File: config.mk
export PLATFORM = sky130hd
export DESIGN_NAME = mem_ctrl
export DESIGN_NICKNAME = d
export VERILOG_FILES = /design/src/rtl/mem_ctrl.sv
export SDC_FILE = /design/constraint.sdc
export NUM_CORES = 1
export LEC_CHECK = 0
export BUFFER_PORTS_ARGS = -buffer_cell sky130_fd_sc_hd__clkbuf_2
export CORE_MARGIN = 5
export CORE_UTILIZATION = 35
export DETAILED_ROUTE_END_ITERATION = 16
export GPL_ROUTABILITY_DRIVEN = 1
export PLACE_DENSITY_LB_ADDON = 0.2
export RECOVER_POWER = 25
export SLEW_MARGIN = 30
export SYNTH_ARGS = -nofsm -noshare
export SYNTH_HDL_FRONTEND = slang
export SYNTH_SLANG_ARGS = --single-unit
File: constraint.sdc
create_clock -name clk -period 14.92 [get_ports clk]
set_input_delay 0.746 -clock clk [delete_from_list [all_inputs] [get_ports clk]]
set_output_delay 0.746 -clock clk [all_outputs]
set_load 0.01 [all_outputs]
File: src/rtl/mem_ctrl.sv
// mem_ctrl: byte-serial memory controller that arbitrates instruction fetch and the
// load/store buffer onto the shared byte-wide RAM/IO port.
// Ports:
//   clk, rst            clock, asynchronous active-high reset
//   rdy                 global ready; low freezes every register
//   rollback            mispredict flush; aborts reads, never stores
//   mem_din/dout/a/wr   byte-wide RAM/IO port (read data arrives one cycle after address)
//   io_buffer_full      stalls acceptance of stores into IO space
//   if_en/pc/done/data  fetch initiator, always 4 bytes
//   lsb_*               load/store initiator, 1/2/4 bytes, loads zero-extended
module mem_ctrl #(
    parameter int ADDR_W     = 32,
    parameter int IO_MASK_HI = 17
) (
    input  logic              clk,
    input  logic              rst,
    input  logic              rdy,
    input  logic              rollback,
    input  logic [7:0]        mem_din,
    output logic [7:0]        mem_dout,
    output logic [ADDR_W-1:0] mem_a,
    output logic              mem_wr,
    input  logic              io_buffer_full,
    input  logic              if_en,
    input  logic [ADDR_W-1:0] if_pc,
    output logic              if_done,
    output logic [31:0]       if_data,
    input  logic              lsb_en,
    input  logic              lsb_wr,
    input  logic [ADDR_W-1:0] lsb_addr,
    input  logic [1:0]        lsb_size,
    input  logic [31:0]       lsb_w_data,
    output logic              lsb_done,
    output logic [31:0]       lsb_r_data
);
    typedef enum logic [1:0] {IDLE, READ, WRITE} state_t;

    state_t            state_q;
    logic              src_lsb_q;
    logic [ADDR_W-1:0] addr_q;
    logic [ADDR_W-1:0] addr_k;
    logic [31:0]       wdata_q;
    logic [31:0]       buf_q;
    logic [31:0]       rd_word;
    logic [2:0]        cnt_q;
    logic [2:0]        n_q;
    logic [2:0]        lsb_n;
    logic [1:0]        byte_idx;
    logic              io_block;
    logic              take_lsb;
    logic              take_if;

    always_comb begin
        lsb_n    = lsb_size == 2'd0 ? 3'd1 : lsb_size == 2'd1 ? 3'd2 : 3'd4;
        // a blocked IO store keeps lsb_en high, which also keeps fetch out
        io_block = lsb_en && lsb_wr && lsb_addr[IO_MASK_HI -: 2] == 2'b11 && io_buffer_full;
        take_lsb = !if_done && !lsb_done && !rollback && lsb_en && !io_block;
        take_if  = !if_done && !lsb_done && !rollback && if_en && !lsb_en;
        addr_k   = addr_q + ADDR_W'(cnt_q);
        // byte arriving at edge k+2 belongs to address k
        byte_idx = cnt_q[1:0] - 2'd2;
        rd_word  = buf_q;
        rd_word[{byte_idx, 3'b000} +: 8] = mem_din;
    end

    always_ff @(posedge clk or posedge rst) begin
        if (rst) begin
            state_q    <= IDLE;
            src_lsb_q  <= 1'b0;
            addr_q     <= '0;
            wdata_q    <= '0;
            buf_q      <= '0;
            cnt_q      <= '0;
            n_q        <= '0;
            mem_a      <= '0;
            mem_dout   <= '0;
            mem_wr     <= 1'b0;
            if_done    <= 1'b0;
            lsb_done   <= 1'b0;
            if_data    <= '0;
            lsb_r_data <= '0;
        end else if (rdy) begin
            if_done  <= 1'b0;
            lsb_done <= 1'b0;
            case (state_q)
                IDLE: begin
                    if (take_lsb) begin
                        src_lsb_q <= 1'b1;
                        addr_q    <= lsb_addr;
                        wdata_q   <= lsb_w_data;
                        n_q       <= lsb_n;
                        cnt_q     <= 3'd1;
                        buf_q     <= '0;
                        mem_a     <= lsb_addr;
                        mem_wr    <= lsb_wr;
                        mem_dout  <= lsb_wr ? lsb_w_data[7:0] : mem_dout;
                        state_q   <= lsb_wr ? WRITE : READ;
                    end else if (take_if) begin
                        src_lsb_q <= 1'b0;
                        addr_q    <= if_pc;
                        n_q       <= 3'd4;
                        cnt_q     <= 3'd1;
                        buf_q     <= '0;
                        mem_a     <= if_pc;
                        mem_wr    <= 1'b0;
                        state_q   <= READ;
                    end
                end
                READ: begin
                    if (rollback) begin
                        state_q <= IDLE;
                        cnt_q   <= '0;
                    end else begin
                        if (cnt_q < n_q)
                            mem_a <= addr_k;
                        if (cnt_q == n_q + 3'd1) begin
                            state_q <= IDLE;
                            cnt_q   <= '0;
                            if (src_lsb_q) begin
                                lsb_done   <= 1'b1;
                                lsb_r_data <= rd_word;
                            end else begin
                                if_done <= 1'b1;
                                if_data <= rd_word;
                            end
                        end else begin
                            cnt_q <= cnt_q + 3'd1;
                            if (cnt_q >= 3'd2)
                                buf_q <= rd_word;
                        end
                    end
                end
                WRITE: begin
                    // stores are committed once accepted, so rollback is ignored here
                    if (cnt_q < n_q) begin
                        mem_a    <= addr_k;
                        mem_dout <= wdata_q[{cnt_q[1:0], 3'b000} +: 8];
                        cnt_q    <= cnt_q + 3'd1;
                    end else begin
                        mem_wr   <= 1'b0;
                        lsb_done <= 1'b1;
                        cnt_q    <= '0;
                        state_q  <= IDLE;
                    end
                end
                default: state_q <= IDLE;
            endcase
        end
    end
endmodule

# == Word level (Yosys, flattened, before mapping) ==
# Index checks and enable logic that the tools add are counted.
# op_classes
mux,47
n_lt_le_gt_ge,2
bitwise_logic,2
n_shift,3
n_eq_ne,14
n_reduce_logical,30
addsub,5
# op_table
operator,n
2-to-1 mux 32 bit,9
one-hot mux 32 bit (3 select lines),1
one-hot mux 32 bit (2 select lines),1
adder 32 x 3 -> 32 bit,1
bitwise mux 32 bit,1
variable shift 8 x 7 -> 32 bit (first input constant),1
indexed part select 32 x 6 -> 8 bit,1
indexed part select 8 x 7 -> 32 bit,1
2-to-1 mux 3 bit,9
2-to-1 mux 8 bit,3
one-hot mux 8 bit (2 select lines),1
AND reduction 5 bit,3
!= test 2 bit (second input constant),7
2-to-1 mux 1 bit,12
2-to-1 mux 2 bit,6
AND reduction 4 bit,3
logical AND 1 bit,9
one-hot mux 3 bit (3 select lines),1
AND reduction 3 bit,3
negator 5 -> 7 bit,1
adder 3 x 1 -> 3 bit (second input constant),2
!= test 3 bit (second input constant),2
one-hot mux 2 bit (3 select lines),1
AND reduction 6 bit,1
other kinds (12),23
# totals
word_cells,117
register_bits,212
out_inout_bits,107

# == Depth between registers and ports, before layout ==
# logic_depth
word_depth,8
depth_mapped,9

# == Worst setup path after synthesis ==
# OpenSTA, ideal clock, no wires.
# synth_path
kind,reg2reg
start,register cnt_q[1]
end,register buf_q[18]
path_slack_ps,12195
setup_ps,66
path_buffers,2
path_stages_with_launch,8
t_arrival_ps,2659
cell_sequence,dfrtp_1 > clkbuf_1 > inv_1 > ha_1 > nor4b_1 > and4_1 > buf_2 > a22o_1
# synth_via
elab_chain_len,8
word_cells_on_any_way,14
cone_classes,2 x add/sub; 1 x order compare; 3 x eq/ne; 2 x shift; 5 x mux; 1 x reduce/logical
# synth_rtl
item,line_no,text
start: declaration,45,logic [2:0] cnt_q;
start signal: assignment,127,cnt_q <= cnt_q + 3'd1;
start signal: assignment,138,cnt_q <= cnt_q + 3'd1;
subtractor 2 bit,61,byte_idx = cnt_q[1:0] - 2'd2;
negator 5 -> 7 bit,63,"rd_word[{byte_idx, 3'b000} +: 8] = mem_din;"
indexed part select 8 x 7 -> 32 bit or variable shift 8 x 7 -> 32 bit (tied branches),63,
bitwise mux 32 bit,63,
2-to-1 mux 32 bit,128,if (cnt_q >= 3'd2)
2-to-1 mux 32 bit,116,if (cnt_q == n_q + 3'd1) begin
2-to-1 mux 32 bit,110,if (rollback) begin
one-hot mux 32 bit (2 select lines),85,case (state_q)
end signal: assignment,129,buf_q <= rd_word;
end: declaration,43,logic [31:0] buf_q;
# Several ways; a longest one is shown, not always the timed one. The select of a mux whose other input is x is not followed.
# A chain may end at the register's enable or synchronous reset.

==> flow_metrics.env <==
export IMPL_boundaryPins=221
export IMPL_rsz0062_at_grt="false"
export IMPL_min_period_ns=5.061
export IMPL_leakagePower_nw=6.097
export IMPL_vias=7912
export IMPL_drive_gt1_share_pct=36.55
export IMPL_clock_sinks=212
export IMPL_clock_root_buffer="clkbuf_16"
export IMPL_grt_pass1_wl_mm=46.15
export IMPL_wl_met1_mm=13.37
export IMPL_design_area_um2=12770
export IMPL_first_pass_iters=5
export IMPL_worstHoldPathType="in -> reg"
export IMPL_slew_headroom_pct=-324.9
export IMPL_gp_congestion=0.7729
export IMPL_internal_power_mw=1.494
export IMPL_grt_use_total_pct=16.82
export IMPL_drt_initial_drc_count=408
export IMPL_path_cells="clkbuf_2 -> clkinvlp_2"
export IMPL_top_layer="met4"
export IMPL_worst_pin_slew_ns=6.373
export IMPL_rows=63
export IMPL_dpl_hpwl_mm=19.35
export IMPL_status="finished, violations left"
export IMPL_p_seq_share_pct=39.0
export IMPL_wl_mm=28.40
export IMPL_cap_violations=1
export IMPL_crit_path_max_incr_delay_ns=3.41
export IMPL_combPwrFrac_pct=34.0
export IMPL_antenna_found_initial=0
export IMPL_wl_met3_mm=1.225
export IMPL_netSwitchingFraction_pct=35.04
export IMPL_critPathLaunchType="input port"
export IMPL_critPathCaptureType="async pin"
export IMPL_via_per_inst=5.131
export IMPL_wl_per_cell_um=18.42
export IMPL_post_route_period_util_pct=33.92
export IMPL_cp_num_buf_inv=2
export IMPL_postCtsSetupBuffers=0
export IMPL_vdd_drop_max_uv=106.6
export IMPL_synthTopCellsByCount="dfrtp_1, mux2_2, nand2_1, o21ai_0, inv_1"
export IMPL_syn_area_um2=10480
export IMPL_ys_ff_latch=212
export IMPL_die_h_um=183.0
export IMPL_fin_ws_ns=9.859
export IMPL_syn_inst=934
export IMPL_cts_htree_levels=1
export IMPL_fin_tns_setup_ns=0
export IMPL_drv_slew=140
export IMPL_p_sw_mw=0.8060
export IMPL_diodes=0
export IMPL_cts_hold_buf=0
export IMPL_route_met2_wl_mm=13.23
export IMPL_path_delay_family="buffers and inverters"
export IMPL_power_clock_fraction_pct=27.0
export IMPL_hold_viol=0
export IMPL_die_area_um2=33490
export IMPL_instances_no_fill=1542
export IMPL_cts_buffers=26
export IMPL_pre_cts_slack_ns=11.44
export IMPL_path_max_fanout=139
export IMPL_synth_edff_count=0
export IMPL_clkLatencyLatePin_ns=0.52
export IMPL_worstSetupPathType="in -> async"
export IMPL_overflow=0
export IMPL_yosysTopAreaCell="dfrtp_1"
export IMPL_layout_nets=1265
export IMPL_power_mw=2.300
export IMPL_cp_slowest_cell="clkinvlp_2"
export IMPL_ant_nets=0
export IMPL_clock_path_buffers=3
export IMPL_placed_area_um2=11920
export IMPL_post_cts_resized=0
export IMPL_yosysMostFrequentCell="dfrtp_1"
export IMPL_core_um2=29560
export IMPL_synth_yosys_warnings=0
export IMPL_violations="max-capacitance violations, max-slew violations"
export IMPL_cp_arrival_ns=4.49
export IMPL_cts_tree="yes"
export IMPL_syn_area_per_cell_um2=11.22
export IMPL_path_clk_slew_ns=0.06
export IMPL_areaGrowthSynthToFinish_pct=21.93
export IMPL_grt_max_degree=140
export IMPL_netlist_cell_type_count=61
export IMPL_synth_ff_type="dfrtp_1"
export IMPL_cp_required_ns=14.35
export IMPL_clock_skew_ns=0.008959
export IMPL_fmax_mhz=197.6
export IMPL_grt_pass1_vias=8214
export IMPL_synth_top_area_share_pct=50.64
export IMPL_synthArstFlopShare_pct=100.0
export IMPL_start_util_pct=35.44
export IMPL_synthTopCellsByArea="dfrtp_1, mux2_2, o21ai_0"
export IMPL_yosysSeqAreaShare_pct=50.64
export IMPL_syn_nets=1066
export IMPL_die_x_um=183.0
export IMPL_setup_violations=0
export IMPL_port_buffers=220
export IMPL_drc=0
export IMPL_dp_cells=1494
export IMPL_power_density_nw_per_um2=180.1
==> layout make-up <==
class	count	area, µm²
Clock buffer	40	784.5
Tap cell	390	488.0
Sequential cell	212	5305
Inverter	52	196.4
Fill cell	2869	16790
Timing Repair Buffer	233	1202
Multi-Input combinational cell	608	4737
Clock inverter	7	60.06
==> stage by stage <==
step / util, % / hold slack, ns
after floorplan: - / 0.4563
after global placement: 40.30 / 0.4683
after detailed placement: 40.34 / 0.4812
after CTS: 43.20 / 0.3986
after global routing: 43.21 / 0.4303
final: 43.21 / 0.4341
==> layout by cell type, fill, tap and decap left out, drive strengths merged, types with 3 or more instances in the layout <==
| cell type | Yosys | final |
|---|---|---|
| clkbuf | 44 | 260 |
| dfrtp | 212 | 212 |
| mux4 | 8 | 8 |
| or4 | 5 | 5 |
| mux2 | 129 | 129 |
| nor4 | 4 | 4 |
| or3 | 8 | 8 |
| and3 | 15 | 15 |
| o31ai | 6 | 6 |
| inv | 52 | 51 |
| mux2i | 38 | 38 |
| nand3 | 15 | 15 |
| a22o | 16 | 16 |
| a21oi | 13 | 13 |
| and4 | 5 | 5 |
| a211oi | 10 | 10 |
| nand4 | 13 | 13 |
| nor4b | 4 | 4 |
| a31oi | 13 | 13 |
| a32o | 17 | 17 |
| xor2 | 5 | 5 |
| buf | 18 | 13 |
| ha | 17 | 17 |
| nor2 | 4 | 4 |
| nand2b | 9 | 9 |
| nor3 | 11 | 11 |
| o21ai | 90 | 90 |
| o2bb2ai | 5 | 5 |
| clkinv | 0 | 6 |
| nand2 | 103 | 103 |
| nor2b | 3 | 3 |
| o211ai | 7 | 7 |
| xnor2 | 9 | 9 |
==> worst paths after layout <==
path	end	start	cells after the start	slack [ns]
worst max-delay path	if_data[30]$_DFFE_PP0P_	rst	2	9.86
worst min-delay path	n_q[0]$_DFFE_PP0P_	lsb_size[1]	2	0.43
worst max register to register	mem_a[22]$_DFFE_PP0P_	cnt_q[0]$_DFFE_PP0P_	8	11.83
worst min register to register	buf_q[1]$_DFFE_PP0P_	buf_q[1]$_DFFE_PP0P_	1	0.49
max in group clk	mem_a[22]$_DFFE_PP0P_	cnt_q[0]$_DFFE_PP0P_	8	11.83
min in group asynchronous	wdata_q[19]$_DFFE_PP0P_	rst	2	2.10
==> power by group through the flow <==
stage | logic, mW | registers, mW | clock network [mW]
2_1_floorplan | 0.527 | 0.903 | 0
3_3_place_gp | 0.777 | 0.902 | 0
3_5_place_dp | 0.793 | 0.905 | 0
4_1_cts | 0.795 | 0.897 | 0.643
5_1_grt | 0.875 | 0.925 | 0.668
6_report | 0.782 | 0.898 | 0.620
==> flip-flops by register name, summed over array words and instances (netlist names) <==
| register | flops |
|---|---|
| mem_dout | 8 |
| lsb_r_data | 32 |
| mem_wr | 1 |
| src_lsb_q | 1 |
| if_done | 1 |
| state_q | 2 |
| cnt_q | 3 |
| wdata_q | 32 |
| n_q | 3 |
| if_data | 32 |
| lsb_done | 1 |
| addr_q | 32 |
| mem_a | 32 |
| buf_q | 32 |
==> metal layers <==
| metal | GRT usage, % | vias to the layer above |
|---|---|---|
| li1 | - | 3783 |
| met1 | 23.98 | 3923 |
| met4 | 3.695 | 0 |
| met3 | 2.876 | 34 |
| met5 | 0 | - |
| met2 | 27.12 | 172 |
==> cell families after synthesis <==
| kind of cell | count (synthesis) | synth area share (%) |
|---|---|---|
| compound gates | 194 | 12.23 |
| fa+ha+maj | 18 | 2.221 |
| flops | 212 | 50.64 |
| simple gates | 206 | 9.937 |
| xor+xnor | 15 | 1.397 |
| buf+inv | 114 | 4.359 |
| mux | 175 | 19.22 |
Note: power is estimated with default switching activity, not from simulation.
